File: src/rtl/sampler_trigger.sv
// Hardware trigger and capture sequencer for the sampler write side.
// Arms on request, qualifies a masked match, delays, then gates capture.
module sampler_trigger #(
  parameter int width     = 8,
  parameter int delayBits = 16,
  parameter int countBits = 16
) (
  input  logic                 clk,
  input  logic                 reset,
  input  logic                 arm,
  input  logic                 abort,
  input  logic [width-1:0]     sample_in,
  input  logic [width-1:0]     trig_mask,
  input  logic [width-1:0]     trig_value,
  input  logic [1:0]           trig_mode,
  input  logic [delayBits-1:0] delay,
  input  logic                 samp_done,
  output logic                 samp_enable,
  output logic [2:0]           state,
  output logic                 busy,
  output logic                 done,
  output logic                 done_pulse,
  output logic [countBits-1:0] trig_latency
);

  typedef enum logic [2:0] {
    S_IDLE     = 3'd0,
    S_ARMED    = 3'd1,
    S_DELAY    = 3'd2,
    S_CAPTURE  = 3'd3,
    S_COMPLETE = 3'd4
  } state_t;

  localparam logic [1:0] M_LEVEL   = 2'd0;
  localparam logic [1:0] M_RISING  = 2'd1;
  localparam logic [1:0] M_IMMED   = 2'd2;
  localparam logic [1:0] M_FALLING = 2'd3;

  localparam logic [delayBits-1:0] DLY_ONE = 1;
  localparam logic [countBits-1:0] CNT_ONE = 1;

  state_t               st;
  logic [width-1:0]     mask_lat;
  logic [width-1:0]     value_lat;
  logic [1:0]           mode_lat;
  logic [delayBits-1:0] dly_lat;
  logic [delayBits-1:0] dly_cnt;
  logic                 match_prev;
  logic                 guard_clr;

  logic arm_take;
  logic match_live;
  logic match_lat;
  logic trig;

  assign state = st;
  assign busy  = (st == S_ARMED) || (st == S_DELAY) ||
                 (st == S_CAPTURE);
  assign done  = (st == S_COMPLETE);

  assign arm_take = arm && !abort &&
                    ((st == S_IDLE) || (st == S_COMPLETE));

  assign match_live =
    (((sample_in ^ trig_value) & trig_mask) == '0);
  assign match_lat =
    (((sample_in ^ value_lat) & mask_lat) == '0);

  always_comb begin
    trig = 1'b0;
    unique case (mode_lat)
      M_LEVEL:   trig = match_lat;
      M_RISING:  trig = match_lat && !match_prev;
      M_IMMED:   trig = 1'b1;
      M_FALLING: trig = !match_lat && match_prev;
      default:   trig = 1'b0;
    endcase
  end

  always_ff @(posedge clk) begin
    if (reset) begin
      st           <= S_IDLE;
      samp_enable  <= 1'b0;
      done_pulse   <= 1'b0;
      trig_latency <= '0;
      match_prev   <= 1'b0;
      dly_cnt      <= '0;
      dly_lat      <= '0;
      mask_lat     <= '0;
      value_lat    <= '0;
      mode_lat     <= M_LEVEL;
      guard_clr    <= 1'b0;
    end else begin
      // the arm cycle feeds the edge history from the new config
      match_prev <= arm_take ? match_live : match_lat;
      done_pulse <= 1'b0;
      if (abort) begin
        st          <= S_IDLE;
        samp_enable <= 1'b0;
      end else begin
        case (st)
          S_IDLE, S_COMPLETE: begin
            if (arm) begin
              st           <= S_ARMED;
              samp_enable  <= 1'b0;
              trig_latency <= '0;
              mask_lat     <= trig_mask;
              value_lat    <= trig_value;
              mode_lat     <= trig_mode;
              dly_lat      <= delay;
            end
          end
          S_ARMED: begin
            if (trig) begin
              if (dly_lat == '0) begin
                st          <= S_CAPTURE;
                samp_enable <= 1'b1;
                guard_clr   <= 1'b0;
              end else begin
                st      <= S_DELAY;
                dly_cnt <= dly_lat - DLY_ONE;
              end
            end else if (trig_latency != '1) begin
              trig_latency <= trig_latency + CNT_ONE;
            end
          end
          S_DELAY: begin
            if (dly_cnt == '0) begin
              st          <= S_CAPTURE;
              samp_enable <= 1'b1;
              guard_clr   <= 1'b0;
            end else begin
              dly_cnt <= dly_cnt - DLY_ONE;
            end
          end
          S_CAPTURE: begin
            // a done left over from a prior run must be seen low first
            if (!samp_done) begin
              guard_clr <= 1'b1;
            end else if (guard_clr) begin
              st         <= S_COMPLETE;
              done_pulse <= 1'b1;
            end
          end
          default: begin
            st          <= S_IDLE;
            samp_enable <= 1'b0;
          end
        endcase
      end
    end
  end

endmodule

File: config.mk
export PLATFORM = sky130hd
export DESIGN_NAME = sampler_trigger
export DESIGN_NICKNAME = d
export VERILOG_FILES = /design/src/rtl/sampler_trigger.sv
export SDC_FILE = /design/constraint.sdc
export NUM_CORES = 1
export LEC_CHECK = 0
export CORE_ASPECT_RATIO = 1.75
export CORE_UTILIZATION = 57
export DETAILED_ROUTE_END_ITERATION = 10
export GPL_TIMING_DRIVEN = 0
export PLACE_DENSITY = 0.87
export SLEW_MARGIN = 25
export SYNTH_ARGS = -nofsm -noshare
export SYNTH_HDL_FRONTEND = slang
export SYNTH_SLANG_ARGS = --single-unit
File: constraint.sdc
create_clock -name clk -period 7.4 [get_ports clk]
set_input_delay 1.11 -clock clk [delete_from_list [all_inputs] [get_ports clk]]
set_output_delay 1.11 -clock clk [all_outputs]
set_load 0.01 [all_outputs]
==> impl_metrics.toml <==
[global_routing]
antenna_found_initial = 0
grt_pass1_wl_mm = 18.4
grt_max_degree = 11
grt_overflow_total = 0
grt_usage_pct = 32.7
grt_pass1_vias = 4072

[clocking]
root_buffer = "clkbuf_16"
hold_buffers = 0
post-cts-setup-buffers = 0
clk_pin_slew_worst_paths_ps = 50
cts-resized-gates = 0
numClockSinks = 73
cts_tree = "done"
clock_latency_ps = 330
clockBufferDepth = 2
h-tree-depth = 3
numCtsBuffers = 9

[synth]
synth_flop_cell = "dfxtp_1"
syn_avg_cell_area_sq_um = 7.99
yosys.area.top_type = "dfxtp_1"
synth_cells = 498
ys_seq_area_share_pct = 36.7
yosysTopAreaCellShare_pct = 36.7
syn_nets = 547
synth.ff_latch_count = 73
synthArstFlopShare_pct = 0
netlist_area_sq_um = 3980
synth_commonest_cells = "102 x nand2_1, 73 x dfxtp_1, 48 x a21oi_1"
netlist_top_cells_area = "dfxtp_1 37%, nand2_1 9.6%, a21oi_1 6.0%"
yosys.cell_types.count = 65
synth_most_common_cell = "nand2_1"
synth_edf_count = 0
yosys_warnings = 0

[timing]
finalCriticalPeriod_ps = 3700
setup_slack_ps = 3700
worst_pin_slew_ps = 935
fin_skew_ps = 8.06
whs_ps = 459
tns_ps = 0
hold_viol_final = 0
max_freq_mhz = 270
rsz0062_at_grt = "no"
drv_slew = 0
slew_headroom_pct = 37.5
min_period_over_period_pct = 50.0
setup_viol = 0

[power]
ir_worst_vdd_mv = 0.192
internal_power_uw = 761
swShare_pct = 27.6
power_switching_uw = 290
p_total_mw = 1.05
powerDensity_nw_per_um2 = 209
p_comb_share_pct = 20.0
seq_power_share_pct = 41.2
p_clk_share_pct = 38.8
leakagePower_nw = 1.73

[job]
maxCapViolCount = 0

[critical_path]
crit_chain = "clkdlybuf4s50_1, xor2_1, a22oi_1, nand4_1, a221oi_2, clkbuf_1, nor2_1, xnor2_1, nor2_1"
r2r_start = "value_lat[3]"
start_kind = "input pin"
slowest_delay_ps = 660
worstSetupEndpointType = "register"
crit_fanout = 10
cpMaxStageDelayCell = "a221oi_2"
crit_buf_inv = 2
worst_r2r_path_depth = 8
r2r_end = "trig_latency[0]"
cpMostUsedCell = "nor2_1"
path_delay_family = "compound AO/OA/AOI/OAI gates"
cp_data_required_time_ps = 7610
crit_arrival_ps = 3900
startpoint = "sample_in[3]"
reg2reg_slack_ps = 4620
cp.depth = 9
worstSetupEndpoint = "trig_latency[0]"
path_class = "input pin to register"

[placement]
dp_hpwl_mm = 8.45
gp_congestion = 0.966
post-place-ws_ps = 3470
post_dp_cell_area_sq_um = 4760
placed_cells = 649
numPortBuffers = 67

[final_layout]
final_util_pct = 73.8
final_cell_count_no_fill = 662
antenna_cells = 0
drive_above_1_share_pct = 6.06
fin_nets = 625
syn_to_final_growth_pct = 26.2
design_area_sq_um = 5020
nFillCells = 541

[detailed_routing]
remaining_drc_errors = 0
routedWlPerCell_um = 17.2
postRouteWirelength_mm = 11.4
drtIter0Drc = 274
viasPerCell = 6.08
dr_total_vias = 4025
dr.pass1.iters = 4
antenna_left = 0

[floorplanning]
fp.dieW_um = 65.2
start_util_pct = 58.5
ios = 70
die_y_um = 113
core_sq_um = 6810
rows = 40
die-area_sq_um = 7330

[hold_path]
min_path_type = "register to register"

[outcome]
status = "finished clean"
## cells in the final DEF (no fill, tap or decap), drive strengths merged, types with 3 or more instances in the layout
| cell | n |
|---|---|
| clkdlybuf4s50 | 67 |
| a21oi | 48 |
| o211ai | 4 |
| and2 | 3 |
| nor4b | 4 |
| dfxtp | 73 |
| o31ai | 3 |
| nand4b | 4 |
| xnor2 | 17 |
| a211oi | 5 |
| nor2b | 4 |
| o2111ai | 4 |
| nor2 | 41 |
| or3 | 7 |
| and3 | 6 |
| nand2b | 3 |
| o21ai | 15 |
| mux2i | 7 |
| buf | 9 |
| nand2 | 102 |
| nand4 | 8 |
| a31oi | 8 |
| or4 | 5 |
| inv | 6 |
| nor3b | 3 |
| nor4 | 13 |
| a22oi | 4 |
| xor2 | 18 |
| clkbuf | 34 |
| nand3 | 7 |
| a221oi | 3 |
| nor3 | 17 |
## power by group through the flow
stage	registers, mW	logic (mW)	clock network, mW
6_report	0.433	0.210	0.408
5_1_grt	0.434	0.227	0.428
4_1_cts	0.432	0.207	0.411
3_5_place_dp	0.440	0.205	0
3_3_place_gp	0.439	0.201	0
2_1_floorplan	0.435	0.137	0
## worst min-delay path by stage
stage | start | to | slack [ps] | depth (start not counted)
after floorplan | mask_lat[0] | mask_lat[0] | 440 | 2
after global placement | mask_lat[0] | mask_lat[0] | 440 | 2
after detailed placement | mask_lat[5] | mask_lat[5] | 450 | 2
after CTS | mask_lat[5] | mask_lat[5] | 460 | 2
after global routing | mask_lat[1] | mask_lat[1] | 480 | 2
final | mask_lat[5] | mask_lat[5] | 460 | 2
## flip-flops by register name (all words and copies together) (netlist names)
name          cells
trig_latency     16
dly_lat          16
done_pulse        1
dly_cnt          16
state             3
mask_lat          8
samp_enable       1
guard_clr         1
value_lat         8
match_prev        1
mode_lat          2
## worst reg2reg max path: stages (launching register included)
cell      delay (ps)
dfxtp_1          310
xor2_1           160
a22oi_1          320
nand4_1          330
a221oi_2         660
clkbuf_1         420
nor2_1           160
xnor2_1          230
nor2_1            60
## cells by family after synthesis
family / share of synthesized area, %
flops: 36.7
buf+inv: 4.46
simple gates: 30.5
compound gates: 17.5
fa+ha+maj: 0.629
mux: 2.48
xor+xnor: 7.70
## layout make-up
cell class	count	area [sq um]	share of cell area [%]
Tap cell	84	105	2.09
Multi-Input combinational cell	388	2340	46.6
Buffer	31	155	3.09
Clock buffer	12	236	4.71
Inverter	6	22.5	0.448
Clock inverter	1	30.0	0.598
Sequential cell	73	1460	29.1
Timing Repair Buffer	67	671	13.4
## layer usage
metal	track usage, %	vias up	wire length [um]
li1	-	1927	-
met1	33.8	1919	4290
met2	59.4	138	6150
met3	6.20	41	468
met4	18.0	0	481
met5	0	-	0
No activity file was read; power rests on OpenSTA's default activity.
